<file path="config.mk">
export PLATFORM = sky130hd
export DESIGN_NAME = mem_stage_flat
export DESIGN_NICKNAME = d
export VERILOG_FILES = /design/src/rtl/mem_stage_pkg.sv /design/src/rtl/mem_stage_if.sv /design/src/rtl/mem_stage_load_ext.sv /design/src/rtl/mem_stage.sv /design/src/flat_wrapper.sv
export SDC_FILE = /design/constraint.sdc
export NUM_CORES = 1
export LEC_CHECK = 0
export ABC_AREA = 1
export CAP_MARGIN = 15
export CORE_UTILIZATION = 42
export DETAILED_ROUTE_END_ITERATION = 6
export GPL_TIMING_DRIVEN = 0
export HOLD_SLACK_MARGIN = 0.06
export PLACE_DENSITY = 0.91
export SYNTH_ARGS = -nofsm -noshare
export SYNTH_HDL_FRONTEND = slang
export SYNTH_SLANG_ARGS = --single-unit
</file>
<file path="constraint.sdc">
create_clock -name clk_in -period 2.5 [get_ports clk_in]
set_input_delay 0.5 -clock clk_in [delete_from_list [all_inputs] [get_ports clk_in]]
set_output_delay 0.5 -clock clk_in [all_outputs]
set_load 0.03 [all_outputs]
</file>
<file path="src/rtl/mem_stage_pkg.sv">
// mem_stage_pkg: shared pipeline constants and helpers for the memory stage.
//   - bus widths for registers, register addresses and instruction types
//   - load/store instruction type codes
//   - pipeline idle values (zero word, NOP register, write disable, stall flags)
//   - classification helpers used by the stage FSM
package mem_stage_pkg;

  localparam int REG_W       = 32;
  localparam int REG_ADDR_W  = 5;
  localparam int INST_TYPE_W = 6;

  typedef logic [INST_TYPE_W-1:0] inst_type_t;

  // Load/store type codes; every other code is a non-memory instruction.
  localparam inst_type_t INST_LB  = 6'h10;
  localparam inst_type_t INST_LH  = 6'h11;
  localparam inst_type_t INST_LW  = 6'h12;
  localparam inst_type_t INST_LBU = 6'h13;
  localparam inst_type_t INST_LHU = 6'h14;
  localparam inst_type_t INST_SB  = 6'h18;
  localparam inst_type_t INST_SH  = 6'h19;
  localparam inst_type_t INST_SW  = 6'h1A;

  localparam logic [REG_W-1:0]      ZERO_WORD     = '0;
  localparam logic [REG_ADDR_W-1:0] NOP_REG_ADDR  = '0;
  localparam logic                  WRITE_DISABLE = 1'b0;
  localparam logic                  STOP          = 1'b1;
  localparam logic                  NOT_STOP      = 1'b0;

  function automatic logic is_load(input inst_type_t t);
    return (t == INST_LB) || (t == INST_LH) || (t == INST_LW) ||
           (t == INST_LBU) || (t == INST_LHU);
  endfunction

  function automatic logic is_store(input inst_type_t t);
    return (t == INST_SB) || (t == INST_SH) || (t == INST_SW);
  endfunction

  // Index of the last byte of the access (byte count minus one).
  function automatic logic [1:0] last_byte_idx(input inst_type_t t);
    case (t)
      INST_LH, INST_LHU, INST_SH: return 2'd1;
      INST_LW, INST_SW:           return 2'd3;
      default:                    return 2'd0;
    endcase
  endfunction

endpackage

</file>
<file path="src/rtl/mem_stage_if.sv">
// mem_stage_if: shared 8-bit RAM port between the memory stage and the arbiter.
//   mem_req_out  stage requests the port
//   mem_a_out    byte address
//   mem_wr_out   1 = write, 0 = read
//   mem_dout     write data
//   mem_grant_in arbiter grants the port this cycle
//   mem_din      read data, valid one cycle after the address is issued
// master = memory stage side, slave = arbiter/RAM side.
interface mem_stage_if #(
  parameter int ADDR_W = 32
) ();

  logic              mem_req_out;
  logic [ADDR_W-1:0] mem_a_out;
  logic              mem_wr_out;
  logic [7:0]        mem_dout;
  logic              mem_grant_in;
  logic [7:0]        mem_din;

  modport master (
    output mem_req_out, mem_a_out, mem_wr_out, mem_dout,
    input  mem_grant_in, mem_din
  );

  modport slave (
    input  mem_req_out, mem_a_out, mem_wr_out, mem_dout,
    output mem_grant_in, mem_din
  );

endinterface

</file>
<file path="src/rtl/mem_stage_load_ext.sv">
// mem_load_ext: combinational extension of the assembled load buffer.
//   inst_type_in  load type (LB/LH sign-extend, LBU/LHU zero-extend, LW as is)
//   data_in       little-endian bytes collected from RAM
//   val_out       32-bit write-back value
module mem_load_ext
  import mem_stage_pkg::*;
(
  input  inst_type_t         inst_type_in,
  input  logic [REG_W-1:0]   data_in,
  output logic [REG_W-1:0]   val_out
);

  always_comb begin
    val_out = data_in;
    case (inst_type_in)
      INST_LB:  val_out = {{24{data_in[7]}}, data_in[7:0]};
      INST_LBU: val_out = {24'h0, data_in[7:0]};
      INST_LH:  val_out = {{16{data_in[15]}}, data_in[15:0]};
      INST_LHU: val_out = {16'h0, data_in[15:0]};
      default:  val_out = data_in;
    endcase
  end

endmodule

</file>
<file path="src/rtl/mem_stage.sv">
// mem_stage: memory-access stage of the in-order RV32I pipeline.
// Loads and stores move one byte per granted cycle over the shared 8-bit RAM
// port; the pipeline is held through stall_req_out until the access is done.
// Non-memory instructions pass straight through with no stall.
//   clk_in, rst_in         clock, synchronous active-high reset
//   *_mem_in               instruction fields from ex_mem (held while stalled)
//   mem_bus (master)       RAM port: req/addr/wr/dout out, grant/din in
//   rd_out/rd_addr_out/
//   rd_val_out             write-back fields to mem_wb
//   stall_req_out          stall request to ctrl
module mem_stage
  import mem_stage_pkg::*;
#(
  parameter int ADDR_W = 32
) (
  input  logic                   clk_in,
  input  logic                   rst_in,
  input  logic                   rd_mem_in,
  input  logic [REG_ADDR_W-1:0]  rd_addr_mem_in,
  input  logic [REG_W-1:0]       rd_val_mem_in,
  input  inst_type_t             inst_type_mem_in,
  input  logic [ADDR_W-1:0]      mem_addr_mem_in,
  input  logic [REG_W-1:0]       store_val_mem_in,
  mem_stage_if.master            mem_bus,
  output logic                   rd_out,
  output logic [REG_ADDR_W-1:0]  rd_addr_out,
  output logic [REG_W-1:0]       rd_val_out,
  output logic                   stall_req_out
);

  localparam logic [1:0] S_IDLE   = 2'd0;
  localparam logic [1:0] S_ACCESS = 2'd1;
  localparam logic [1:0] S_WAIT   = 2'd2;
  localparam logic [1:0] S_DONE   = 2'd3;

  logic [1:0]       state;
  logic [1:0]       idx;
  logic             pend;
  logic [1:0]       pend_lane;
  logic [REG_W-1:0] data_buf;
  logic [REG_W-1:0] ext_val;

  logic       is_ld;
  logic       is_st;
  logic       is_mem;
  logic [1:0] last_idx;
  logic       issue;

  assign is_ld    = is_load(inst_type_mem_in);
  assign is_st    = is_store(inst_type_mem_in);
  assign is_mem   = is_ld | is_st;
  assign last_idx = last_byte_idx(inst_type_mem_in);
  assign issue    = (state == S_ACCESS) && mem_bus.mem_grant_in;

  mem_load_ext u_load_ext (
    .inst_type_in (inst_type_mem_in),
    .data_in      (data_buf),
    .val_out      (ext_val)
  );

  // Sequencer. A read byte issued in one cycle arrives on mem_din in the next,
  // so the issuing lane is remembered in pend_lane and written into data_buf
  // one edge later whatever the grant is then. Reset drops any pending read.
  always_ff @(posedge clk_in) begin
    if (rst_in) begin
      state     <= S_IDLE;
      idx       <= 2'd0;
      pend      <= 1'b0;
      pend_lane <= 2'd0;
      data_buf  <= '0;
    end else begin
      if (pend) begin
        data_buf[{pend_lane, 3'b000} +: 8] <= mem_bus.mem_din;
      end
      pend <= issue && is_ld;
      if (issue) begin
        pend_lane <= idx;
      end

      case (state)
        S_IDLE: begin
          if (is_mem) begin
            state <= S_ACCESS;
            idx   <= 2'd0;
          end
        end
        S_ACCESS: begin
          if (issue) begin
            idx <= idx + 2'd1;
            if (idx == last_idx) begin
              state <= is_ld ? S_WAIT : S_DONE;
            end
          end
        end
        S_WAIT:  state <= S_DONE;
        S_DONE:  state <= S_IDLE;
        default: state <= S_IDLE;
      endcase
    end
  end

  // Output decode. Everything is forced to its idle value while reset is held;
  // during the stall the write-back fields carry a bubble so mem_wb never sees
  // a half-finished load.
  always_comb begin
    rd_out              = WRITE_DISABLE;
    rd_addr_out         = NOP_REG_ADDR;
    rd_val_out          = ZERO_WORD;
    stall_req_out       = NOT_STOP;
    mem_bus.mem_req_out = 1'b0;
    mem_bus.mem_a_out   = '0;
    mem_bus.mem_wr_out  = 1'b0;
    mem_bus.mem_dout    = 8'h00;
    if (!rst_in) begin
      case (state)
        S_IDLE: begin
          if (is_mem) begin
            stall_req_out = STOP;
          end else begin
            rd_out      = rd_mem_in;
            rd_addr_out = rd_addr_mem_in;
            rd_val_out  = rd_val_mem_in;
          end
        end
        S_ACCESS: begin
          stall_req_out       = STOP;
          mem_bus.mem_req_out = 1'b1;
          mem_bus.mem_a_out   = mem_addr_mem_in + {{(ADDR_W-2){1'b0}}, idx};
          if (issue && is_st) begin
            mem_bus.mem_wr_out = 1'b1;
            mem_bus.mem_dout   = store_val_mem_in[{idx, 3'b000} +: 8];
          end
        end
        S_WAIT: begin
          stall_req_out = STOP;
        end
        S_DONE: begin
          rd_addr_out = rd_addr_mem_in;
          rd_out      = is_st ? WRITE_DISABLE : rd_mem_in;
          rd_val_out  = is_ld ? ext_val : rd_val_mem_in;
        end
        default: ;
      endcase
    end
  end

endmodule

</file>
<file path="src/flat_wrapper.sv">
// flat-port wrapper written by rule: the top's interface ports become plain ports
module mem_stage_flat import mem_stage_pkg::*;
#(
  parameter int ADDR_W = 32
)
  (clk_in, rst_in, rd_mem_in, rd_addr_mem_in, rd_val_mem_in, inst_type_mem_in, mem_addr_mem_in, store_val_mem_in, rd_out, rd_addr_out, rd_val_out, stall_req_out, mem_bus_mem_req_out, mem_bus_mem_a_out, mem_bus_mem_wr_out, mem_bus_mem_dout, mem_bus_mem_grant_in, mem_bus_mem_din);
  mem_stage_if #(.ADDR_W(ADDR_W)) mem_bus_i ();
  input  logic clk_in;
  input  logic rst_in;
  input  logic rd_mem_in;
  input  logic [REG_ADDR_W-1:0] rd_addr_mem_in;
  input  logic [REG_W-1:0] rd_val_mem_in;
  input  inst_type_t inst_type_mem_in;
  input  logic [ADDR_W-1:0] mem_addr_mem_in;
  input  logic [REG_W-1:0] store_val_mem_in;
  output logic rd_out;
  output logic [REG_ADDR_W-1:0] rd_addr_out;
  output logic [REG_W-1:0] rd_val_out;
  output logic stall_req_out;
  output wire logic [$bits(mem_bus_i.mem_req_out)-1:0] mem_bus_mem_req_out;
  output wire logic [$bits(mem_bus_i.mem_a_out)-1:0] mem_bus_mem_a_out;
  output wire logic [$bits(mem_bus_i.mem_wr_out)-1:0] mem_bus_mem_wr_out;
  output wire logic [$bits(mem_bus_i.mem_dout)-1:0] mem_bus_mem_dout;
  input wire logic [$bits(mem_bus_i.mem_grant_in)-1:0] mem_bus_mem_grant_in;
  input wire logic [$bits(mem_bus_i.mem_din)-1:0] mem_bus_mem_din;
  assign mem_bus_mem_req_out = mem_bus_i.mem_req_out;
  assign mem_bus_mem_a_out = mem_bus_i.mem_a_out;
  assign mem_bus_mem_wr_out = mem_bus_i.mem_wr_out;
  assign mem_bus_mem_dout = mem_bus_i.mem_dout;
  assign mem_bus_i.mem_grant_in = mem_bus_mem_grant_in;
  assign mem_bus_i.mem_din = mem_bus_mem_din;
  mem_stage #(.ADDR_W(ADDR_W)) u_core (.clk_in(clk_in), .rst_in(rst_in), .rd_mem_in(rd_mem_in), .rd_addr_mem_in(rd_addr_mem_in), .rd_val_mem_in(rd_val_mem_in), .inst_type_mem_in(inst_type_mem_in), .mem_addr_mem_in(mem_addr_mem_in), .store_val_mem_in(store_val_mem_in), .mem_bus(mem_bus_i), .rd_out(rd_out), .rd_addr_out(rd_addr_out), .rd_val_out(rd_val_out), .stall_req_out(stall_req_out));
endmodule
</file>
### Word-level counts from Yosys, hierarchy flattened

Cells that the tools add are included.

| cells by class | value |
|---|---|
| bitwise gates (word level) | 1 |
| equal/unequal tests | 15 |
| add/sub/neg operators | 3 |
| shift operators | 3 |
| muxes and demuxes | 35 |
| $lt $le $gt $ge | 0 |
| reduce and logical (&&, ||, !) cells | 16 |
| divide/modulo/power cells | 0 |
| multipliers | 0 |

Operators by type and width:

| operator | count |
|---|---|
| 2-to-1 mux 32 bit | 5 |
| one-hot mux 32 bit (4 select lines) | 1 |
| one-hot mux 32 bit (2 select lines) | 1 |
| equality test 6 x 5 -> 1 bit (second input constant) | 8 |
| adder 32 x 2 -> 32 bit | 1 |
| bitwise mux 32 bit | 1 |
| variable shift 8 x 7 -> 32 bit (first input constant) | 1 |
| indexed part select 32 x 6 -> 8 bit | 1 |
| indexed part select 8 x 7 -> 32 bit | 1 |
| 2-to-1 mux 8 bit | 3 |
| 2-to-1 mux 1 bit | 11 |
| 2-to-1 mux 2 bit | 5 |
| 2-to-1 mux 5 bit | 2 |
| one-hot mux 5 bit (2 select lines) | 1 |
| one-hot mux 2 bit (2 select lines) | 2 |
| one-hot mux 2 bit (4 select lines) | 1 |
| negation 5 -> 7 bit | 1 |
| logical OR 1 bit | 6 |
| AND reduction 3 bit | 2 |
| equality test 2 bit (second input constant) | 2 |
| inequality test 2 x 1 -> 1 bit (second input constant) | 2 |
| one-hot mux 1 bit (2 select lines) | 2 |
| OR reduction 2 bit | 2 |
| logical AND 1 bit | 3 |
| 8 further kinds | 8 |

| storage, ports and cells | value |
|---|---|
| logic and storage cells | 78 |
| output and inout bits | 81 |
| input port bits | 119 |
| RAM bits | 0 |
| ROM bits | 0 |
| latch bits | 0 |
| bits in registers | 39 |
| memories | 0 |

### Logic depth before layout (Yosys ltp)

| logic depth | value |
|---|---|
| word-level depth | 9 |
| mapped depth | 14 |

### By module

From an unflattened synthesis, not the netlist that was laid out.

| unflattened totals | value |
|---|---|
| cells, all modules | 767 |
| area total of the unflattened synthesis | 4,514.3 um^2 |

Modules (own cells, without submodules):

| module | cells an instance | sequential area each (um^2) | instances | area an instance (um^2) |
|---|---|---|---|---|
| mem_stage | 689 | 780.7 | 1 | 4,045.1 |
| mem_load_ext | 78 | 0.0 | 1 | 469.2 |

### Least setup slack after synthesis

OpenSTA, ideal clock, no wires.

| path | value |
|---|---|
| path type | flip-flop to output port |
| from | register u_core.state[1] |
| to | output mem_bus_mem_dout[0] |
| data arrival time | 2.420 ns |
| buffers on the path | 1 |
| data required time | 2.000 ns |
| stages on the path, launching flop included | 10 |
| setup slack | -0.420 ns |
| cell sequence | dfxtp_1 inv_1 ha_1 buf_4 inv_2 nor2_2 inv_2 nor3_2 inv_2 a221oi_1 |

| on the way | value |
|---|---|
| word-level cells in the longest chain between the ends | 6 |

RTL lines:

| item | line | RTL |
|---|---|---|
| start: declaration | mem_stage.sv:36 | `logic [1:0] state;` |
| start signal: assignment | mem_stage.sv:91 | `state <= is_ld ? S_WAIT : S_DONE;` |
| equality test 2 x 1 -> 1 bit (*) | mem_stage.sv:53, mem_stage.sv:115 |  |
| logical AND 1 bit | mem_stage.sv:53 | `assign issue = (state == S_ACCESS) && mem_bus.mem_grant_in;` |
| logical AND 1 bit | mem_stage.sv:129 | `if (issue && is_st) begin` |
| 2-to-1 mux 8 bit | mem_stage.sv:129 |  |
| 2-to-1 mux 8 bit (*) | mem_stage.sv:115 | `case (state)` |
| 2-to-1 mux 8 bit (*) | mem_stage.sv:114 | `if (!rst_in) begin` |
| end: declaration | flat_wrapper.sv:23 | `output wire logic [$bits(mem_bus_i.mem_dout)-1:0] mem_bus_mem_dout;` |

Every way passes the cells marked *; elsewhere a longest branch is shown, timed or not.

### Final worst setup path

| path | value |
|---|---|
| from | input mem_addr_mem_in[13] |
| to | output mem_bus_mem_a_out[28] |

| on the way | value |
|---|---|
| word-level cells in the longest chain between the ends | 3 |

RTL lines:

| item | line | RTL |
|---|---|---|
| start: declaration | flat_wrapper.sv:14 | `input logic [ADDR_W-1:0] mem_addr_mem_in;` |
| adder 32 x 2 -> 32 bit | mem_stage.sv:128 | `mem_bus.mem_a_out = mem_addr_mem_in + {{(ADDR_W-2){1'b0}}, idx};` |
| 2-to-1 mux 32 bit | mem_stage.sv:115 |  |
| 2-to-1 mux 32 bit | mem_stage.sv:114 |  |
| end: declaration | flat_wrapper.sv:21 | `output wire logic [$bits(mem_bus_i.mem_a_out)-1:0] mem_bus_mem_a_out;` |

No other way between the ends.

==> results <==
- For this run, the share of the core covered by cells in the final layout is 0.7882.
- The cell family contributing the most delay on the critical path is simple AND/OR/NAND/NOR gates.
- Across all setup checks in the final design, the least slack found is -0.5475 ns.
- The die is 99.78 um tall.
- Headroom to the max-slew limit came out at 0.5957.
- After detailed routing, the number of remaining DRC violations is 2.
- The setup path with the least slack is of type in -> out.
- The tightest min-delay check is of the reg -> reg type.
- In the final routed layout, each cell accounts on average for 19.89 um.
- At the worst endpoint, the required time is 2.00 ns.
- The share of the cycle needed by the critical path after routing is 1.219.
- Setup repair after global routing could not meet its margin everywhere.
- The worst setup path is launched from an input port.
- For the final database, setup skew stands at 0.009471 ns.
- The max-slew violation count is 0.
- The worst hold slack is 0.4711 ns.
- The timing startpoint of the critical path is mem_addr_mem_in[13].
- Traced cell by cell, the critical path runs through clkdlybuf4s50_1, inv_1, nor3_1, nand2_1, nor3_2, nand4_1, nand2_1, nand2_1, a31oi_1, buf_4.
- The die covers 9955 um^2.
- For this run, the detailed router's first-pass iteration total came to 7.
- The startpoint identified for the worst register-to-register timing path is u_core.pend_lane[0].
- The worst vdd rail ir drop is 0.4881 mV.
- The clock-pin slew on the worst setup and hold paths is 0.08 ns.
- For this run, the total global-route usage over all layers was measured as 0.3505.
- At the end of routability-driven placement, the weighted congestion stood at 0.9575.
- The share of the Yosys chip area taken by registers is 0.1945.
- Counting the buffers created by CTS gives 5.
- Detailed routing inserted a total of 6,685 vias.
- The area of the placeable core is 9240 um^2.
- Once placement finished, the instance area stood at 6360 um^2.
- The final critical path time including I/O delays and setup is 3.047 ns.
- The number of antenna violations at the first check in global routing is 1.
- After synthesis the cells add up to 4015 um^2.
- The die outline width is 99.78 um.
- The number of nets produced by synthesis is 827.
- The count of nets left with antenna violations once routing finished came out at 0.
- The cell count after synthesis is 696.
- A synthesized cell averages 5.769 um^2.
- The first global-routing pass estimated 28.34 mm of wire.
- The fraction of final layout cells with drive strength greater than 1 is 0.3215.
- The number of I/O port buffers is 199.
- Synthesis instantiated 45 different standard cells from the library.
- For this design the static power due to leakage is 3.047 nW.
- At the pin with the least slew margin, the transition time is 0.6032 ns.
- In this run, synthesis produced a sequential element count of 39.
- The total number of yosys warnings is 0.
- The checks that failed: DRC, setup timing.
- The final number of hold-violating endpoints is 0.
- The number of buffers and inverters on the critical path is 3.
- The worst-path cell with the longest stage delay is sky130_fd_sc_hd__clkdlybuf4s50_1.
- The number of buffers inserted for hold repair after clock tree synthesis is 0.
- The DRC marker count from the first detailed-route iteration is 788.
- The area growth from synthesis to layout is 81.40%.
- The root buffer selected by CTS is sky130_fd_sc_hd__clkbuf_8.
- The endpoint class of the critical path is an output port.
- The run finished, with violations left.
- OpenSTA, run right after detailed placement, puts the worst setup slack at -1.226 ns.
- The number of global-route vias before repair came to 5,971.
- The post-detailed-routing wire length is 21.70 mm.
- With fillers left out, the area of the finished cells amounts to 7283 um^2.
- The maximum net fanout on the critical path is 4.
- After global routing the overflow that remains totals 0.
- Dividing total power by cell area gives a power density of 518.3 nW/um^2.
- Max-cap violations in this run came to 0.
- The most numerous cell on the critical path is sky130_fd_sc_hd__nand2_1.
- The number of nets in the final layout is 1,093.
- The starting utilization of the core area is 0.4345.
- The number of setup violations in the final report is 38.
- Pin placement for this block handled 200 I/O pins.
- The largest single stage delay on the critical path is 0.53 ns.
- The clock net in this run drives a total of 39 sinks.
- The number of placement rows is 35.
- CTS built an H-tree with a depth of 2.
- The data arrival at the endpoint of the critical path is 2.55 ns.
- In the layout the commonest cells are sky130_fd_sc_hd__nand2_1 (200), sky130_fd_sc_hd__clkdlybuf4s50_1 (91), sky130_fd_sc_hd__buf_4 (89).
- The clock tree from TritonCTS is done.
- The fmax is 0.3281 GHz.
- Clock latency on the worst-skew pair, taken at its later pin, is 0.29 ns.
- The largest net degree at the start of global routing is 12.
- The leading cell type in the layout, fill and taps excluded is sky130_fd_sc_hd__nand2_1.
- The startpoint identified for the worst hold timing path is u_core.data_buf[3].
- The deepest clock path buffer count is 2.
- The HPWL after detailed placement is 11.82 mm.
- The average via count per standard cell is 6.127.
-- metrics by stage --
step                      instances  TNS [ns]  total power, mW
after floorplan                 696   -0.8252            2.052
after global placement         1024    -71.09            2.903
after detailed placement       1024    -71.49            2.928
after CTS                      1069    -1.997            3.440
after global routing           1091    -12.46            3.918
final                          1091    -8.447            3.775
-- sequential cells by signal (all words and copies together), names as in the netlist --
signal            cells
u_core.data_buf      32
u_core.idx            2
u_core.state          2
u_core.pend           1
u_core.pend_lane      2
-- timing repair --
action                                  CTS  global route
setup buffers                            39            23
endpoints found under the setup margin   81            95
resized for setup                       567           126
gates cloned                              1             0
pin swaps                                38            32
-- path summary, 6_finish.rpt --
| kind | to | slack [ns] | cells after the start |
|---|---|---|---|
| worst max-delay path | mem_bus_mem_a_out[28] | -0.55 | 10 |
| worst min-delay path | u_core.data_buf[3] | 0.47 | 2 |
| worst min register to register | u_core.data_buf[3] | 0.47 | 2 |
| worst max register to register | u_core.data_buf[27] | 0.11 | 7 |
-- area by class of cell --
class	instances	area, um^2
multi-input cells	561	3523
repair buffers	260	2273
fillers	562	1957
flip-flops and latches	39	790.8
inverters	68	282.8
plain buffers	27	172.7
well taps	129	161.4
clock buffers	5	68.82
clock inverters	1	7.507
diodes	1	2.502
-- metal layers --
metal  wire length (um)  track usage  share of wire  vias to the layer above
met1               7184       0.3961           0.33                     3000
met2               9797       0.6149           0.45                      593
met3               2780      0.07521           0.13                      225
li1                   -            -              -                     2867
met5                  0            0              0                        -
met4               1937       0.1912          0.089                        0
-- cells by family (layout without fill, tap and decap cells) --
kind of cell	count (synthesis)	count (layout)	synth area share
flip-flops	39	39	0.1945
AND/OR/NAND/NOR	370	370	0.4145
buffers and inverters	96	361	0.09723
other	0	1	0
AO/OA/AOI/OAI	177	177	0.2502
XOR/XNOR	2	2	0.004364
adder cells (fa/ha/maj)	12	12	0.03926
-- cell usage after synthesis, drive strengths merged --
library cell / n / area [um^2]
nand2: 222 / 855.8
a21oi: 96 / 484.2
inv: 67 / 254.0
nor2: 62 / 282.8
nand3: 43 / 262.8
o21ai: 43 / 222.7
dfxtp: 39 / 780.8
nor3: 24 / 136.4
clkbuf: 17 / 63.81
nand4: 14 / 87.58
buf: 11 / 68.82
ha: 11 / 137.6
a221oi: 9 / 78.83
a21boi: 8 / 60.06
o211ai: 7 / 52.55
a31oi: 4 / 25.02
nor4: 3 / 25.02
o21a: 3 / 22.52
o2111ai: 2 / 17.52
o31ai: 2 / 15.01
xor2: 2 / 17.52
a211oi: 1 / 7.510
a32oi: 1 / 8.760
and3: 1 / 6.260
clkinv: 1 / 3.750
fa: 1 / 20.02
nand3b: 1 / 7.510
o211a: 1 / 10.01
-- tightest hold or removal path: cells and delay by family (launching register included) --
kind,cells,cell delay (ns)
AO/OA/AOI/OAI,1,0.06
AND/OR/NAND/NOR,1,0.06
flip-flops,1,0.31
-- report_power, final --
group	switching, mW	total (mW)	internal, mW
clock	0.222	0.408	0.185
combinational	1.72	2.69	0.966
sequential	0.0287	0.679	0.650
total	1.97	3.78	1.80
Power figures use the tool's default switching activity.
